## src/rtl/sram_frame_arbiter.sv

```systemverilog
// sram_frame_arbiter: shares one single-port frame-buffer SRAM between the
// display prefetch stream and two drawing requesters, with double buffering.
// Optional macro SRAM_ARB_AUTOCLEAR_EN adds a back-buffer clear engine that
// runs after every swap.
module sram_frame_arbiter #(
    parameter int ADDR_W     = 20,
    parameter int DATA_W     = 16,
    parameter int H_RES      = 640,
    parameter int V_RES      = 480,
    parameter int READ_LAT   = 2,
    parameter int FIFO_DEPTH = 16
) (
    input  logic              clk,
    input  logic              reset_n,
    input  logic              frame_start,
    input  logic              swap_req,
    output logic              swap_done,
    output logic              front_buf,
    input  logic              disp_ready,
    output logic              disp_valid,
    output logic [DATA_W-1:0] disp_data,
    output logic              underrun,
    input  logic              rq0_req,
    input  logic              rq0_we,
    input  logic [ADDR_W-2:0] rq0_addr,
    input  logic [DATA_W-1:0] rq0_wdata,
    output logic              rq0_gnt,
    input  logic              rq1_req,
    input  logic              rq1_we,
    input  logic [ADDR_W-2:0] rq1_addr,
    input  logic [DATA_W-1:0] rq1_wdata,
    output logic              rq1_gnt,
    output logic              rq_rvalid,
    output logic              rq_rid,
    output logic [DATA_W-1:0] rq_rdata,
    output logic [ADDR_W-1:0] mem_addr,
    output logic              mem_we,
    output logic              mem_oe,
    output logic [DATA_W-1:0] mem_wdata,
    input  logic [DATA_W-1:0] mem_rdata
`ifdef SRAM_ARB_AUTOCLEAR_EN
    ,
    input  logic [DATA_W-1:0] clear_data,
    output logic              clear_busy
`endif
);
    localparam int PIX = H_RES * V_RES;
    localparam int AW  = $clog2(FIFO_DEPTH);
    localparam int OW  = AW + 3;

    // Read-return tag: which source issued it and, for display, which frame epoch.
    typedef struct packed {
        logic vld;
        logic disp;
        logic rid;
        logic ep;
    } tag_t;

    tag_t              tag_q [READ_LAT+1];
    tag_t              tag_d [READ_LAT+1];
    tag_t              tag_new, ret;
    logic              front_q, front_d, pend_q, pend_d, swap_done_q, swap_done_d;
    logic              epoch_q, epoch_d, rr_q, rr_d, underrun_q, underrun_d;
    logic [ADDR_W-1:0] fetch_ptr_q, fetch_ptr_d, pop_cnt_q, pop_cnt_d;
    logic [ADDR_W-1:0] mem_addr_q, mem_addr_d;
    logic              mem_we_q, mem_we_d, mem_oe_q, mem_oe_d;
    logic [DATA_W-1:0] mem_wdata_q, mem_wdata_d;
    logic [DATA_W-1:0] fifo_mem_q [FIFO_DEPTH];
    logic [AW-1:0]     wptr_q, wptr_d, rptr_q, rptr_d;
    logic [AW:0]       cnt_q, cnt_d;
    logic [2:0]        inflight;
    logic [OW-1:0]     occ;
    logic              disp_elig, disp_urg, g_disp, g_clr, clr_act, rq_block, push, pop;

    // Display reads still owed to the FIFO in this epoch (space already reserved).
    always_comb begin
        inflight = '0;
        for (int k = 0; k <= READ_LAT; k++)
            if (tag_q[k].vld && tag_q[k].disp && tag_q[k].ep == epoch_q)
                inflight = inflight + 3'd1;
        occ = OW'(cnt_q) + OW'(inflight);
    end

`ifdef SRAM_ARB_AUTOCLEAR_EN
    logic              clear_busy_q, clear_busy_d;
    logic [ADDR_W-1:0] clr_ptr_q, clr_ptr_d;
    assign clr_act    = clear_busy_q;
    assign rq_block   = clear_busy_q;
    assign clear_busy = clear_busy_q;

    // Clear engine: (re)starts on each swap, walks the whole new back half.
    always_comb begin
        clear_busy_d = clear_busy_q;
        clr_ptr_d    = clr_ptr_q;
        if (g_clr) begin
            clr_ptr_d = clr_ptr_q + 1'b1;
            if (clr_ptr_q == ADDR_W'(PIX - 1)) clear_busy_d = 1'b0;
        end
        if (swap_done_q) begin
            clear_busy_d = 1'b1;
            clr_ptr_d    = '0;
        end
    end

    // Clear engine state.
    always_ff @(posedge clk or negedge reset_n)
        if (!reset_n) begin
            clear_busy_q <= 1'b0;
            clr_ptr_q    <= '0;
        end else begin
            clear_busy_q <= clear_busy_d;
            clr_ptr_q    <= clr_ptr_d;
        end
`else
    assign clr_act  = 1'b0;
    assign rq_block = 1'b0;
`endif

    // Arbitration: urgent display > clear/requesters (round robin) > relaxed display.
    // No display fetch in a frame_start cycle: it would belong to the dying frame.
    always_comb begin
        disp_elig = !frame_start && fetch_ptr_q < ADDR_W'(PIX) && occ < OW'(FIFO_DEPTH);
        disp_urg  = disp_elig && occ < OW'(FIFO_DEPTH / 2);
        g_disp    = 1'b0;
        g_clr     = 1'b0;
        rq0_gnt   = 1'b0;
        rq1_gnt   = 1'b0;
        rr_d      = rr_q;
        if (disp_urg) g_disp = 1'b1;
        else if (clr_act) g_clr = 1'b1;
        else if (!rq_block && (rq0_req || rq1_req)) begin
            if (rq0_req && (!rr_q || !rq1_req)) begin
                rq0_gnt = 1'b1;
                rr_d    = 1'b1;
            end else begin
                rq1_gnt = 1'b1;
                rr_d    = 1'b0;
            end
        end else if (disp_elig) g_disp = 1'b1;
    end

    // Next SRAM command and the tag that will follow it down the read pipe.
    always_comb begin
        mem_addr_d  = '0;
        mem_we_d    = 1'b0;
        mem_oe_d    = 1'b0;
        mem_wdata_d = '0;
        tag_new     = '0;
        if (g_disp) begin
            mem_addr_d = {front_q, fetch_ptr_q[ADDR_W-2:0]};
            mem_oe_d   = 1'b1;
            tag_new    = '{vld: 1'b1, disp: 1'b1, rid: 1'b0, ep: epoch_q};
        end else if (rq0_gnt) begin
            mem_addr_d  = {~front_q, rq0_addr};
            mem_we_d    = rq0_we;
            mem_oe_d    = ~rq0_we;
            mem_wdata_d = rq0_wdata;
            tag_new     = '{vld: ~rq0_we, disp: 1'b0, rid: 1'b0, ep: epoch_q};
        end else if (rq1_gnt) begin
            mem_addr_d  = {~front_q, rq1_addr};
            mem_we_d    = rq1_we;
            mem_oe_d    = ~rq1_we;
            mem_wdata_d = rq1_wdata;
            tag_new     = '{vld: ~rq1_we, disp: 1'b0, rid: 1'b1, ep: epoch_q};
        end
`ifdef SRAM_ARB_AUTOCLEAR_EN
        else if (g_clr) begin
            mem_addr_d  = {~front_q, clr_ptr_q[ADDR_W-2:0]};
            mem_we_d    = 1'b1;
            mem_wdata_d = clear_data;
        end
`endif
        tag_d[0] = tag_new;
        for (int k = 1; k <= READ_LAT; k++) tag_d[k] = tag_q[k-1];
    end

    assign ret        = tag_q[READ_LAT];
    assign push       = ret.vld && ret.disp && ret.ep == epoch_q && !frame_start;
    assign disp_valid = cnt_q != '0;
    assign pop        = disp_ready && disp_valid && !frame_start;
    assign disp_data  = disp_valid ? fifo_mem_q[rptr_q] : '0;
    assign rq_rvalid  = ret.vld && !ret.disp;
    assign rq_rid     = rq_rvalid && ret.rid;
    assign rq_rdata   = rq_rvalid ? mem_rdata : '0;

    // Frame, FIFO pointer, swap and underrun bookkeeping.
    always_comb begin
        epoch_d     = epoch_q ^ frame_start;
        fetch_ptr_d = g_disp ? fetch_ptr_q + 1'b1 : fetch_ptr_q;
        pop_cnt_d   = pop ? pop_cnt_q + 1'b1 : pop_cnt_q;
        wptr_d      = push ? wptr_q + 1'b1 : wptr_q;
        rptr_d      = pop ? rptr_q + 1'b1 : rptr_q;
        cnt_d       = cnt_q + (AW+1)'(push) - (AW+1)'(pop);
        underrun_d  = underrun_q || (disp_ready && !disp_valid && pop_cnt_q < ADDR_W'(PIX));
        pend_d      = pend_q || swap_req;
        front_d     = front_q;
        swap_done_d = 1'b0;
        if (frame_start) begin
            fetch_ptr_d = '0;
            pop_cnt_d   = '0;
            wptr_d      = '0;
            rptr_d      = '0;
            cnt_d       = '0;
            if (pend_q || swap_req) begin
                front_d     = ~front_q;
                pend_d      = 1'b0;
                swap_done_d = 1'b1;
            end
        end
    end

    // State and registered SRAM command.
    always_ff @(posedge clk or negedge reset_n)
        if (!reset_n) begin
            front_q <= 1'b0; pend_q <= 1'b0; swap_done_q <= 1'b0; epoch_q <= 1'b0;
            rr_q <= 1'b0; underrun_q <= 1'b0; fetch_ptr_q <= '0; pop_cnt_q <= '0;
            wptr_q <= '0; rptr_q <= '0; cnt_q <= '0;
            mem_addr_q <= '0; mem_we_q <= 1'b0; mem_oe_q <= 1'b0; mem_wdata_q <= '0;
            for (int k = 0; k <= READ_LAT; k++) tag_q[k] <= '0;
        end else begin
            front_q <= front_d; pend_q <= pend_d; swap_done_q <= swap_done_d; epoch_q <= epoch_d;
            rr_q <= rr_d; underrun_q <= underrun_d; fetch_ptr_q <= fetch_ptr_d; pop_cnt_q <= pop_cnt_d;
            wptr_q <= wptr_d; rptr_q <= rptr_d; cnt_q <= cnt_d;
            mem_addr_q <= mem_addr_d; mem_we_q <= mem_we_d; mem_oe_q <= mem_oe_d; mem_wdata_q <= mem_wdata_d;
            for (int k = 0; k <= READ_LAT; k++) tag_q[k] <= tag_d[k];
        end

    // FIFO storage; space is reserved at issue so a push never overwrites.
    always_ff @(posedge clk)
        if (push) fifo_mem_q[wptr_q] <= mem_rdata;

    assign swap_done = swap_done_q;
    assign front_buf = front_q;
    assign underrun  = underrun_q;
    assign mem_addr  = mem_addr_q;
    assign mem_we    = mem_we_q;
    assign mem_oe    = mem_oe_q;
    assign mem_wdata = mem_wdata_q;
endmodule

```

## config.mk

```make
export PLATFORM = sky130hd
export DESIGN_NAME = sram_frame_arbiter
export DESIGN_NICKNAME = d
export VERILOG_FILES = /design/src/rtl/sram_frame_arbiter.sv
export SDC_FILE = /design/constraint.sdc
export NUM_CORES = 1
export LEC_CHECK = 0
export CAP_MARGIN = 10
export CORE_MARGIN = 1
export CORE_UTILIZATION = 51
export DETAILED_ROUTE_END_ITERATION = 6
export GPL_ROUTABILITY_DRIVEN = 1
export PLACE_DENSITY_LB_ADDON = 0.25
export SLEW_MARGIN = 5
export SYNTH_ARGS = -nofsm -noshare
export SYNTH_HDL_FRONTEND = slang
export SYNTH_SLANG_ARGS = --single-unit
```

## constraint.sdc

```tcl
create_clock -name clk -period 2.9 [get_ports clk]
set_clock_uncertainty 0.1 [all_clocks]
set_input_delay 0.29 -clock clk [delete_from_list [all_inputs] [get_ports clk]]
set_output_delay 0.29 -clock clk [all_outputs]
set_load 0.05 [all_outputs]
```

==> results of run 1 <==
-- repair_timing --
action | in CTS | in global routing
setup endpoints to repair | 77 | 79
buffers inserted | 18 | 13
hold buffers | 1 | 0
endpoints found under the hold margin | 43 | 0
pin swaps | 6 | 15
resized for setup | 81 | 105
gates cloned | 6 | 5
-- state kept, by name (all words and copies together) (netlist names), 5 cells and up --
name and count:
cnt_q 5, mem_addr 20, fifo_mem_q 256, fetch_ptr_q 20
mem_wdata 16, pop_cnt_q 20, tag_d 7
-- routing by layer --
layer / wire length (µm) / track usage (%) / vias up
met5: 0 / 0 / -
met4: 788 / 6.268 / 0
met3: 2612 / 4.809 / 61
met2: 18560 / 40.33 / 379
met1: 14340 / 31.47 / 4821
li1: - / - / 4264
-- path summary, 6_finish.rpt --
kind                             start         endpoint  slack, ns  depth (start not counted)
max reg2reg                    epoch_q   fetch_ptr_q[9]      -0.43                         13
min in group asynchronous      reset_n      mem_addr[9]       0.22                          2
min reg2reg                   tag_d[5]         tag_d[1]       0.25                          0
min                        frame_start  fetch_ptr_q[10]       0.14                          3
max                            epoch_q          rq1_gnt      -0.72                         12
max in group asynchronous      reset_n        rptr_q[0]       1.74                          3
-- kinds of logic (layout without fill, tap and decap cells) --
kind of cell	count (synthesis)	in the layout	share of synthesized area, %
mux	84	84	12.13
simple gates	295	295	9.815
compound gates	121	121	4.418
xor+xnor	28	28	1.662
flops	364	364	68.32
other cells	0	1	0
fa+ha+maj	19	19	1.613
buf+inv	73	363	2.040
-- power by group through the flow --
stage          combinational, µW  sequential [µW]  clock, µW
2_1_floorplan               3030             6640          0
3_3_place_gp                5140             6220          0
3_5_place_dp                5190             6230          0
4_1_cts                     6180             6100       4430
5_1_grt                     6910             6170       4650
6_report                    6560             6130       4360
-- cell type report --
type                       count  area share (%)
sequential                   364           52.05
multi-input combinational    547           25.13
timing repair buffer         278           14.52
clock buffer                  45           4.935
tap                          384           2.405
antenna                        1         0.01253
clock inverter                22          0.5825
inverter                      18          0.3633
-- worst register-to-register path, stage by stage, from the launching register on --
cell and delay, ns:
dfrtp_2 0.46, xnor2_2 0.15, and3_4 0.16, ha_4 0.26
and3_4 0.18, ha_4 0.21, buf_6 0.12, buf_4 0.13
a21oi_4 0.13, nand3_4 0.10, buf_4 0.14, o32a_4 0.41
or4_1 0.56, a21oi_2 0.16
-- through the flow --
step | setup slack [ns] | setup TNS, ns | utilization (%) | total power (µW) | area, µm²
3_3_place_gp | -0.1996 | -4.818 | 61.34 | 11360 | 17800
5_1_grt | -0.8439 | -26.35 | 68.85 | 17720 | 19970
4_1_cts | -0.7366 | -17.49 | 67.19 | 16710 | 19490
2_1_floorplan | -0.4253 | -1.288 | - | 9674 | 15300
6_report | -0.7170 | -19.39 | 68.85 | 17050 | 19980
3_5_place_dp | -0.2658 | -9.867 | 61.34 | 11420 | 17800
-- placed cells by master, fill, tap and decap left out, types with 18 or more instances in the layout --
master | Yosys | final
edfxtp_1 | 256 | 256
clkdlybuf4s50_1 | 0 | 134
dfrtp_1 | 108 | 104
buf_4 | 4 | 90
mux4_2 | 80 | 80
nand2_1 | 72 | 69
nor2_1 | 56 | 52
clkbuf_16 | 0 | 41
a21oi_1 | 65 | 39
nand3_1 | 29 | 27
and3_1 | 27 | 25
and2_1 | 39 | 23
buf_6 | 1 | 21
a21oi_2 | 0 | 19
o21ai_0 | 36 | 18
==> key figures, run 1 <==
Run status
  – Status: finished, violations left
  – Failing checks: negative setup slack

Drt
  – Vias: 9525
  – Via density: 5.741
  – DRT Wirelength: 36.30 mm
  – DRC Markers: 0
  – First-pass DRT Iterations: 4
  – Average wire per standard cell: 21.88 µm
  – Initial DRC count: 832
  – DRT antenna net count: 0

CTS
  – Cts bufs inserted: 37
  – Clock buffer depth: 3
  – Num Clock Sinks: between 300 and 400
  – Clock slew at reported path FFs: about 0.06 ns
  – Clock latency at the later pin of the worst-skew pair: 0.52 ns
  – CTS tree: yes
  – Clock root cell: clkbuf_16
  – CTS H-Tree Depth: 2

Global routing
  – Number of global-route vias before repair: 9606
  – Grt ovf: 0
  – First-pass GRT wire length: 54.74 mm
  – Initial antenna violation count: 1
  – GRT Total Usage: 23.78%
  – Largest net degree at the start of global routing: between 40 and 50

Finish
  – Layout net count: 1360
  – Reg area: 10400 µm²
  – Fin cells: 1659
  – Area growth, synth to finish: 31.35%
  – Area occupied by multi-input gates: 5020 µm²
  – FILL cells: 1933
  – Share of layout cells above drive strength 1: between 30% and 40%

Pwr
  – Switching power share of the total: 32.92%
  – VDD IR max: 514.4 µV
  – Combinational Power Share: 38.5%
  – Sequential share of power: 36.0%
  – Cell Pwr Density: 853.5 nW/µm²
  – Net Switching: around 5600 µW
  – Clk network pwr share: 25.6%
  – Int Pwr: 11440 µW
  – Lkg Pwr: around 0.0072 µW

Logic synthesis
  – Sequential area share after synthesis: 68.32%
  – Post-synth EDFFs: around 260
  – Warnings, synthesis: 0
  – Post-synth top cells: edfxtp_1, dfrtp_1, mux4_2
  – Post-synth top area share: slightly above 50%
  – Netlist cell types: 51
  – Largest cells by area after synthesis: edfxtp_1, dfrtp_1, mux4_2, a21oi_1, nand2_1
  – Syn Std Cell Area: 15210 µm²
  – Syn Nets: 1098
  – #FFs+latches synth: between 300 and 400
  – Main synth FF type: edfxtp_1
  – Synth area leader: edfxtp_1
  – Ys async rst share: 29.67%
  – Mapped Cells: 984
  – Count leader, synth: edfxtp_1
  – Post-Syn Area per Cell: around 15 µm²

STA
  – RSZ-0062 raised after global routing: yes
  – Fin worst setup slack: -0.7170 ns
  – Worst relative slew slack: 55.38%
  – Slew Limit Fails: 0
  – Setup violations, final: 79
  – Achievable frequency: 276.5 MHz
  – Period utilization: 124.7%
  – Least-Margin Pin Slew: 0.6677 ns
  – Period minus WS final: 3.617 ns
  – Final hold violation count: 0
  – Worst hold slack: 0.1443 ns

Critical path
  – Crit path largest cell delay: 0.51 ns
  – Crit-path cells: xnor2_2 -> and3_4 -> ha_4 -> nor2_4 -> a21oi_2 -> ha_1 -> nand2_2 -> or4_4 -> nand3_4 -> mux2_4 -> nor3_4 -> buf_12
  – Worst Path Required: ~2.5 ns
  – Nature of the critical path endpoint: output port
  – CP Buf/Inv Count: 1
  – Crit Path Max Fanout: 4
  – CP delay by family, top: simple AND/OR/NAND/NOR gates
  – Slowest cell on crit path: or4_4
  – WS Path Type: flop to output port
  – Worst Path Arrival: between 3 and 4 ns
  – Startpoint Class: flop

Place
  – IO Port Bufs: 172
  – Placed instance count: 1555
  – Hpwl dp: 21.36 mm
  – Routability cong.: 0.7868

Die
  – Total I/O pin count: 173
  – Die Wd: between 150 and 200 µm
  – Die Span Y: 174.7 µm
  – Initial core utilization: 52.42%
  – Core area: between 20000 and 30000 µm²
  – Row count: 62
  – Die area: 30510 µm²

Flow run
  – MaxCap Viol Count: 0

Worst hold path
  – HP Class: input pin to flop
Power figures use the tool's default switching activity.
==> inputs of run 2 (changes only) <==
--- a/config.mk
+++ b/config.mk
@@ -7,7 +7,7 @@
 export LEC_CHECK = 0
 export CAP_MARGIN = 10
 export CORE_MARGIN = 1
-export CORE_UTILIZATION = 51
+export CORE_UTILIZATION = 56
 export DETAILED_ROUTE_END_ITERATION = 6
 export GPL_ROUTABILITY_DRIVEN = 1
 export PLACE_DENSITY_LB_ADDON = 0.25
==> constraint.sdc (replaced) <==
create_clock -name clk -period 3.8 [get_ports clk]
set_clock_uncertainty 0.1 [all_clocks]
set_input_delay 0.38 -clock clk [delete_from_list [all_inputs] [get_ports clk]]
set_output_delay 0.38 -clock clk [all_outputs]
set_load 0.05 [all_outputs]
==> run 2 against run 1 <==
  * Clock-buffer cell count rose by 6
  * Sequential cell count stayed put
  * The flow now finishes without violations
  * Wire length down 6.3%
  * Critical path depth down 1
  * Largest cell class unchanged
  * Via count down 4.0%
  * Combinational power fell by 41%
  * Setup slack improved by 0.76 ns
  * Non-clock buffer count is 64 lower
  * Register-to-register slack better by 0.92 ns
  * Final cell count shrank 6.8%
  * Design area is 6.2% lower
==> key figures, run 2 (synthesis gave the netlist of run 1 again) <==
Run status
  – Status: finished clean (was finished, violations left)

Finish
  – Layout net count: 1297 (was 1360)
  – Area growth, synth to finish: 23.16% (was 31.35%)
  – Commonest non-fill, non-tap cell in the layout: edfxtp_1 (unchanged)
  – Most frequent cells in the layout: edfxtp_1, clkdlybuf4s50_1, dfrtp_1 (unchanged)
  – Share of layout cells above drive strength 1: 16.75% (was 30.22%)
  – Fin cells: 1547 (was 1659)
  – Largest register FFs: 256 (unchanged)
  – Diode count: 0 (was 1)
  – Largest register by flop count: fifo_mem_q (unchanged)

STA
  – Period minus WS final: 3.760 ns
  – Fin worst setup slack: 0.04009 ns (was -0.7170 ns)
  – Slew Limit Fails: 0 (unchanged)
  – Setup violations, final: 0 (was 79)
  – RSZ-0062 raised after global routing: yes (unchanged)
  – Final hold violation count: 0 (unchanged)
  – Least-Margin Pin Slew: 0.9347 ns (was 0.6677 ns)
  – Period utilization: 98.95%
  – Worst relative slew slack: 37.69% (was 55.38%)
  – Achievable frequency: 266.0 MHz
  – Worst hold slack: 0.08069 ns (was 0.1443 ns)

Critical path
  – Nature of the critical path endpoint: output port (unchanged)
  – Crit-path cells: xnor2_1 -> and3_4 -> ha_4 -> and3_4 -> ha_4 -> nand2b_1 -> or4_4 -> nand3_4 -> mux2_4 -> nor3_4 -> buf_12 (was xnor2_2 -> and3_4 -> ha_4 -> nor2_4 -> a21oi_2 -> ha_1 -> nand2_2 -> or4_4 -> nand3_4 -> mux2_4 -> nor3_4 -> buf_12)
  – Crit path largest cell delay: 0.44 ns (was 0.51 ns)
  – Origin of the critical flop-to-flop path: epoch_q (unchanged)
  – R2R setup slack: 0.49 ns (was -0.43 ns)
  – CP delay by family, top: simple AND/OR/NAND/NOR gates (unchanged)
  – Slowest cell on crit path: dfrtp_2 (was or4_4)
  – Worst setup path end: rq1_gnt (unchanged)
  – Crit Path Max Fanout: 5 (was 4)
  – Crit path launch: epoch_q (unchanged)
  – Worst Path Required: 3.32 ns (was 2.51 ns)
  – Startpoint Class: flop (unchanged)
  – WS Path Type: flop to output port (unchanged)
  – Reg2Reg Depth: 13 (unchanged)
  – Worst path depth: 11 (was 12)
  – Worst Path Arrival: 3.28 ns (was 3.23 ns)
  – CP Buf/Inv Count: 1 (unchanged)
  – Worst flop-to-flop path endpoint: fetch_ptr_q[2] (was fetch_ptr_q[9])

Drt
  – DRT Wirelength: 34.00 mm (was 36.30 mm)
  – Vias: 9148 (was 9525)
  – Initial DRC count: 843 (was 832)
  – Via density: 5.913 (was 5.741)
  – DRC Markers: 0 (unchanged)
  – Average wire per standard cell: 21.98 µm (was 21.88 µm)
  – First-pass DRT Iterations: 7 (was 4)
  – DRT antenna net count: 0 (unchanged)

Global routing
  – First-pass GRT wire length: 53.40 mm (was 54.74 mm)
  – Grt ovf: 0 (unchanged)
  – Number of global-route vias before repair: 9419 (was 9606)
  – Largest net degree at the start of global routing: 76 (was 46)
  – GRT Total Usage: 25.51% (was 23.78%)
  – Initial antenna violation count: 0 (was 1)

Place
  – Worst slack at placement: 0.2365 ns (was -0.2658 ns)
  – Hpwl dp: 20.20 mm (was 21.36 mm)
  – Placed instance count: 1474 (was 1555)
  – Routability cong.: 0.8118 (was 0.7868)
  – IO Port Bufs: 172 (unchanged)

Flow run
  – MaxCap Viol Count: 0 (unchanged)

Pwr
  – Total power: 11940 µW (was 17050 µW)
  – Lkg Pwr: 0.006676 µW (was 0.007240 µW)
  – Cell Pwr Density: 637.2 nW/µm² (was 853.5 nW/µm²)
  – VDD IR max: 336.0 µV (was 514.4 µV)

CTS
  – Clock buffer depth: 3 (unchanged)
  – Cts bufs inserted: 38 (was 37)
  – Num Clock Sinks: 364 (unchanged)
  – CTS tree: yes (unchanged)
  – Clock root cell: clkbuf_16 (unchanged)
  – CTS H-Tree Depth: 2 (unchanged)
  – Clock slew at reported path FFs: 0.06 ns (about the same)
  – Clock latency at the later pin of the worst-skew pair: 0.51 ns (was 0.52 ns)

Die
  – Total I/O pin count: 173 (unchanged)
  – Die Span Y: 166.8 µm (was 174.7 µm)
  – Die Wd: 166.8 µm (was 174.7 µm)
  – Row count: 59 (was 62)
  – Die area: 27820 µm² (was 30510 µm²)
  – Initial core utilization: 57.71% (was 52.42%)
  – Core area: 26350 µm² (was 29010 µm²)

Worst hold path
  – Hold Path Depth: 2 (was 3)
  – HP Class: input pin to flop (unchanged)
==> run 2: changes by cell type in the layout (fill, tap and decap cells not counted), moves of 18 or more <==
cell / before / now
a21oi_1: 39 / 64
buf_6: 21 / 1
buf_4: 90 / 39
clkdlybuf4s50_1: 134 / 153
o21ai_0: 18 / 36
a21oi_2: 19 / 1
==> run 2: worst min-delay path by stage <==
stage / slack (ns) / startpoint / endpoint
2_1_floorplan: -0.02 / reset_n / cnt_q[0]
3_3_place_gp: 0.24 / tag_d[5] / tag_d[1]
3_5_place_dp: 0.24 / tag_d[5] / tag_d[1]
4_1_cts: 0.07 / frame_start / fetch_ptr_q[19]
5_1_grt: 0.08 / frame_start / fetch_ptr_q[17]
6_report: 0.08 / frame_start / fetch_ptr_q[19]
==> run 2: layout make-up <==
type	instances	area, µm²
clock buffer	51	1031
clock inverter	18	110.1
fill	1732	7624
inverter	18	67.56
multi-input combinational	547	4637
sequential	364	10400
tap	335	419.2
timing repair buffer	214	2069
==> run 2: through the flow <==
stage | instance area [µm²] | utilization, % | TNS, ns
after floorplan | 15220 | - | -0.04268
after global placement | 17460 | 66.26 | 0
after detailed placement | 17460 | 66.26 | 0
after CTS | 18630 | 70.70 | -0.03161
after global routing | 18730 | 71.07 | -0.06942
final | 18730 | 71.07 | 0
==> run 2: report_power, final <==
part | switching, µW | total, µW | internal [µW] | leakage [µW]
Clock | 1440 | 3410 | 1970 | 0.000559
Combinational | 2290 | 3850 | 1560 | 0.00240
Sequential | 183 | 4680 | 4500 | 0.00372
==> run 2: timing repair <==
action,in CTS,in global routing
pin swaps,1,6
setup buffers,1,2
gates cloned,0,0
endpoints found under the setup margin,15,4
resized for setup,18,17
hold endpoints to repair,73,0
hold buffers,1,0
==> run 2: metal layers <==
| metal | vias up | GRT usage (%) | share of wire (%) |
|---|---|---|---|
| li1 | 4129 | - | - |
| met1 | 4536 | 33.18 | 39 |
| met2 | 420 | 43.97 | 51 |
| met3 | 63 | 5.109 | 7.5 |
| met4 | 0 | 7.126 | 2.3 |
| met5 | - | 0 | 0 |
==> inputs of run 3 (changes only) <==
--- a/config.mk
+++ b/config.mk
@@ -10,6 +10,7 @@
 export CORE_UTILIZATION = 56
 export DETAILED_ROUTE_END_ITERATION = 6
 export GPL_ROUTABILITY_DRIVEN = 1
+export GPL_TIMING_DRIVEN = 0
 export PLACE_DENSITY_LB_ADDON = 0.25
 export SLEW_MARGIN = 5
 export SYNTH_ARGS = -nofsm -noshare
==> run 3 against run 2 <==
  * Wire length rose by 7.9%
  * Fmax decreased by 4.4%
  * Core utilization increased by 1.4 points
  * Highest routed layer unchanged
  * Clock-buffer cell count did not move
  * The flow now finishes with violations (negative setup slack)
  * Sequential cell count is the same
  * Setup slack worse by 0.17 ns
  * Via count increased by 4.5%
==> key figures, run 3 (synthesis gave the netlist of run 1 again) <==
CTS
  – Clock latency at the later pin of the worst-skew pair: 0.53 ns (was 0.51 ns)
  – Num Clock Sinks: 364 (unchanged)
  – Clock root cell: clkbuf_16 (unchanged)
  – Clock slew at reported path FFs: 0.06 ns (about the same)
  – CTS H-Tree Depth: 2 (unchanged)
  – Clock buffer depth: 3 (unchanged)
  – CTS tree: yes (unchanged)
  – Cts bufs inserted: 38 (unchanged)

Global routing
  – Largest net degree at the start of global routing: 91 (was 76)
  – Initial antenna violation count: 0 (unchanged)
  – First-pass GRT wire length: 56.17 mm (was 53.40 mm)
  – Number of global-route vias before repair: 9711 (was 9419)
  – GRT Total Usage: 27.14% (was 25.51%)
  – Grt ovf: 0 (unchanged)

Critical path
  – Worst Path Arrival: 3.45 ns (was 3.28 ns)
  – Crit Path Max Fanout: 6 (was 5)
  – Worst Path Required: 3.32 ns (about the same)
  – WS Path Type: flop to output port (unchanged)
  – Nature of the critical path endpoint: output port (unchanged)
  – Startpoint Class: flop (unchanged)

STA
  – Period minus WS final: 3.931 ns (was 3.760 ns)
  – Period utilization: 103.5% (was 98.95%)
  – Setup_tns: -0.2173 ns (was 0 ns)
  – Least-Margin Pin Slew: 0.8835 ns (was 0.9347 ns)
  – RSZ-0062 raised after global routing: yes (unchanged)
  – Achievable frequency: 254.4 MHz (was 266.0 MHz)
  – Fin worst setup slack: -0.1312 ns (was 0.04009 ns)
  – Setup violations, final: 2 (was 0)
  – Final hold violation count: 0 (unchanged)
  – Slew Limit Fails: 0 (unchanged)
  – Worst relative slew slack: 40.78% (was 37.69%)

Finish
  – Diode count: 0 (unchanged)
  – Layout net count: 1339 (was 1297)
  – Most frequent cells in the layout: edfxtp_1, clkdlybuf4s50_1, dfrtp_1 (unchanged)
  – Area growth, synth to finish: 25.54% (was 23.16%)
  – Commonest non-fill, non-tap cell in the layout: edfxtp_1 (unchanged)
  – Largest register FFs: 256 (unchanged)
  – Share of layout cells above drive strength 1: 18.52% (was 16.75%)
  – Fin cells: 1588 (was 1547)
  – Post-route cell area: 19090 µm² (was 18730 µm²)
  – Largest register by flop count: fifo_mem_q (unchanged)
  – FILL cells: 1662 (was 1732)

Drt
  – Via density: 6.020 (was 5.913)
  – DRC Markers: 0 (unchanged)
  – DRT Wirelength: 36.69 mm (was 34.00 mm)
  – Average wire per standard cell: 23.11 µm (was 21.98 µm)
  – DRT antenna net count: 0 (unchanged)
  – Initial DRC count: 963 (was 843)
  – First-pass DRT Iterations: 7 (unchanged)
  – Vias: 9560 (was 9148)

Place
  – Hpwl dp: 23.73 mm (was 20.20 mm)
  – Placed instance count: 1509 (was 1474)
  – IO Port Bufs: 171 (was 172)
  – Placed instance area: 17670 µm² (was 17460 µm²)
  – Worst slack at placement: -0.5120 ns (was 0.2365 ns)
  – Routability cong.: 0.8491 (was 0.8118)

Die
  – Initial core utilization: 57.71% (unchanged)
  – Row count: 59 (unchanged)
  – Total I/O pin count: 173 (unchanged)
  – Die Wd: 166.8 µm (unchanged)
  – Core area: 26350 µm² (unchanged)
  – Die area: 27820 µm² (unchanged)
  – Die Span Y: 166.8 µm (unchanged)

Pwr
  – Sequential share of power: 38.0% (was 39.2%)
  – Int Pwr: 8126 µW (was 8030 µW)
  – Total power: 12210 µW (was 11940 µW)
  – Lkg Pwr: 0.006806 µW (was 0.006676 µW)
  – Clk network pwr share: 29.0% (was 28.6%)
  – VDD IR max: 342.7 µV (was 336.0 µV)
  – Net Switching: 4084 µW (was 3905 µW)
  – Switching power share of the total: 33.45% (was 32.72%)
  – Combinational Power Share: 32.9% (was 32.2%)
  – Cell Pwr Density: 639.5 nW/µm² (was 637.2 nW/µm²)

Worst hold path
  – HP Class: input pin to async pin (was input pin to flop)

Run status
  – Failing checks: negative setup slack
  – Status: finished, violations left (was finished clean)

Flow run
  – MaxCap Viol Count: 0 (unchanged)
==> run 3: path summary, 6_finish.rpt <==
path                       cells after the start     start  slack [ns]       endpoint
min in group clk                               0  tag_d[5]        0.25       tag_d[1]
max in group asynchronous                      3   reset_n        2.74   mem_addr[12]
setup / recovery                              14   epoch_q       -0.13        rq1_gnt
hold reg to reg                                0  tag_d[5]        0.25       tag_d[1]
hold / removal                                 2   reset_n        0.16  mem_wdata[10]
setup reg to reg                              14  cnt_q[2]        0.24       cnt_q[4]
==> run 3: worst max-delay path: stages (launching register included) <==
cell and delay (ns):
dfrtp_1 0.38, buf_6 0.15, xnor2_2 0.12, and3_4 0.19, ha_4 0.16, nor2_4 0.10
a21oi_2 0.04, ha_1 0.32, nand2_2 0.07, or4_4 0.49, nand3_4 0.10, mux2_4 0.34
buf_8 0.14, nor3_4 0.11, buf_6 0.18
==> run 3: layer usage <==
metal / vias to the layer above / GRT usage (%) / routed length [µm]
met5: - / 0 / 0
met3: 64 / 4.848 / 3200
met4: 0 / 9.581 / 1030
li1: 4206 / - / -
met1: 4784 / 35.69 / 13850
met2: 506 / 45.91 / 18610
==> run 3: power groups by stage <==
stage	clock (µW)	sequential (µW)	combinational, µW
2_1_floorplan	0	5070	2280
3_3_place_gp	0	4700	3870
3_5_place_dp	0	4710	3930
4_1_cts	3570	4640	3970
5_1_grt	3720	4670	4250
6_report	3540	4640	4020
==> run 3: final cells by class <==
type	instances	area (µm²)	area share [%]
Sequential cell	364	10390	54.42
Timing Repair Buffer	203	2072	10.85
Clock inverter	17	147.6	0.7733
Inverter	18	67.56	0.3539
Tap cell	335	419.2	2.195
Buffer	53	287.8	1.507
Clock buffer	51	1030	5.393
Multi-Input combinational cell	547	4679	24.51
==> run 3: timing repair <==
action,4_1_cts,5_1_grt
pin swaps,4,7
hold buffers,1,0
gates cloned,0,0
setup endpoints to repair,20,11
resized for setup,67,13
setup buffers,4,8
endpoints found under the hold margin,108,0
==> run 3: per-stage QoR <==
| stage | utilization (%) | hold WS [ns] |
|---|---|---|
| 2_1_floorplan | - | -0.01559 |
| 6_report | 72.45 | 0.1628 |
| 5_1_grt | 72.45 | 0.1705 |
| 3_5_place_dp | 67.05 | 0.1316 |
| 3_3_place_gp | 65.82 | 0.2354 |
| 4_1_cts | 72.04 | 0.1520 |
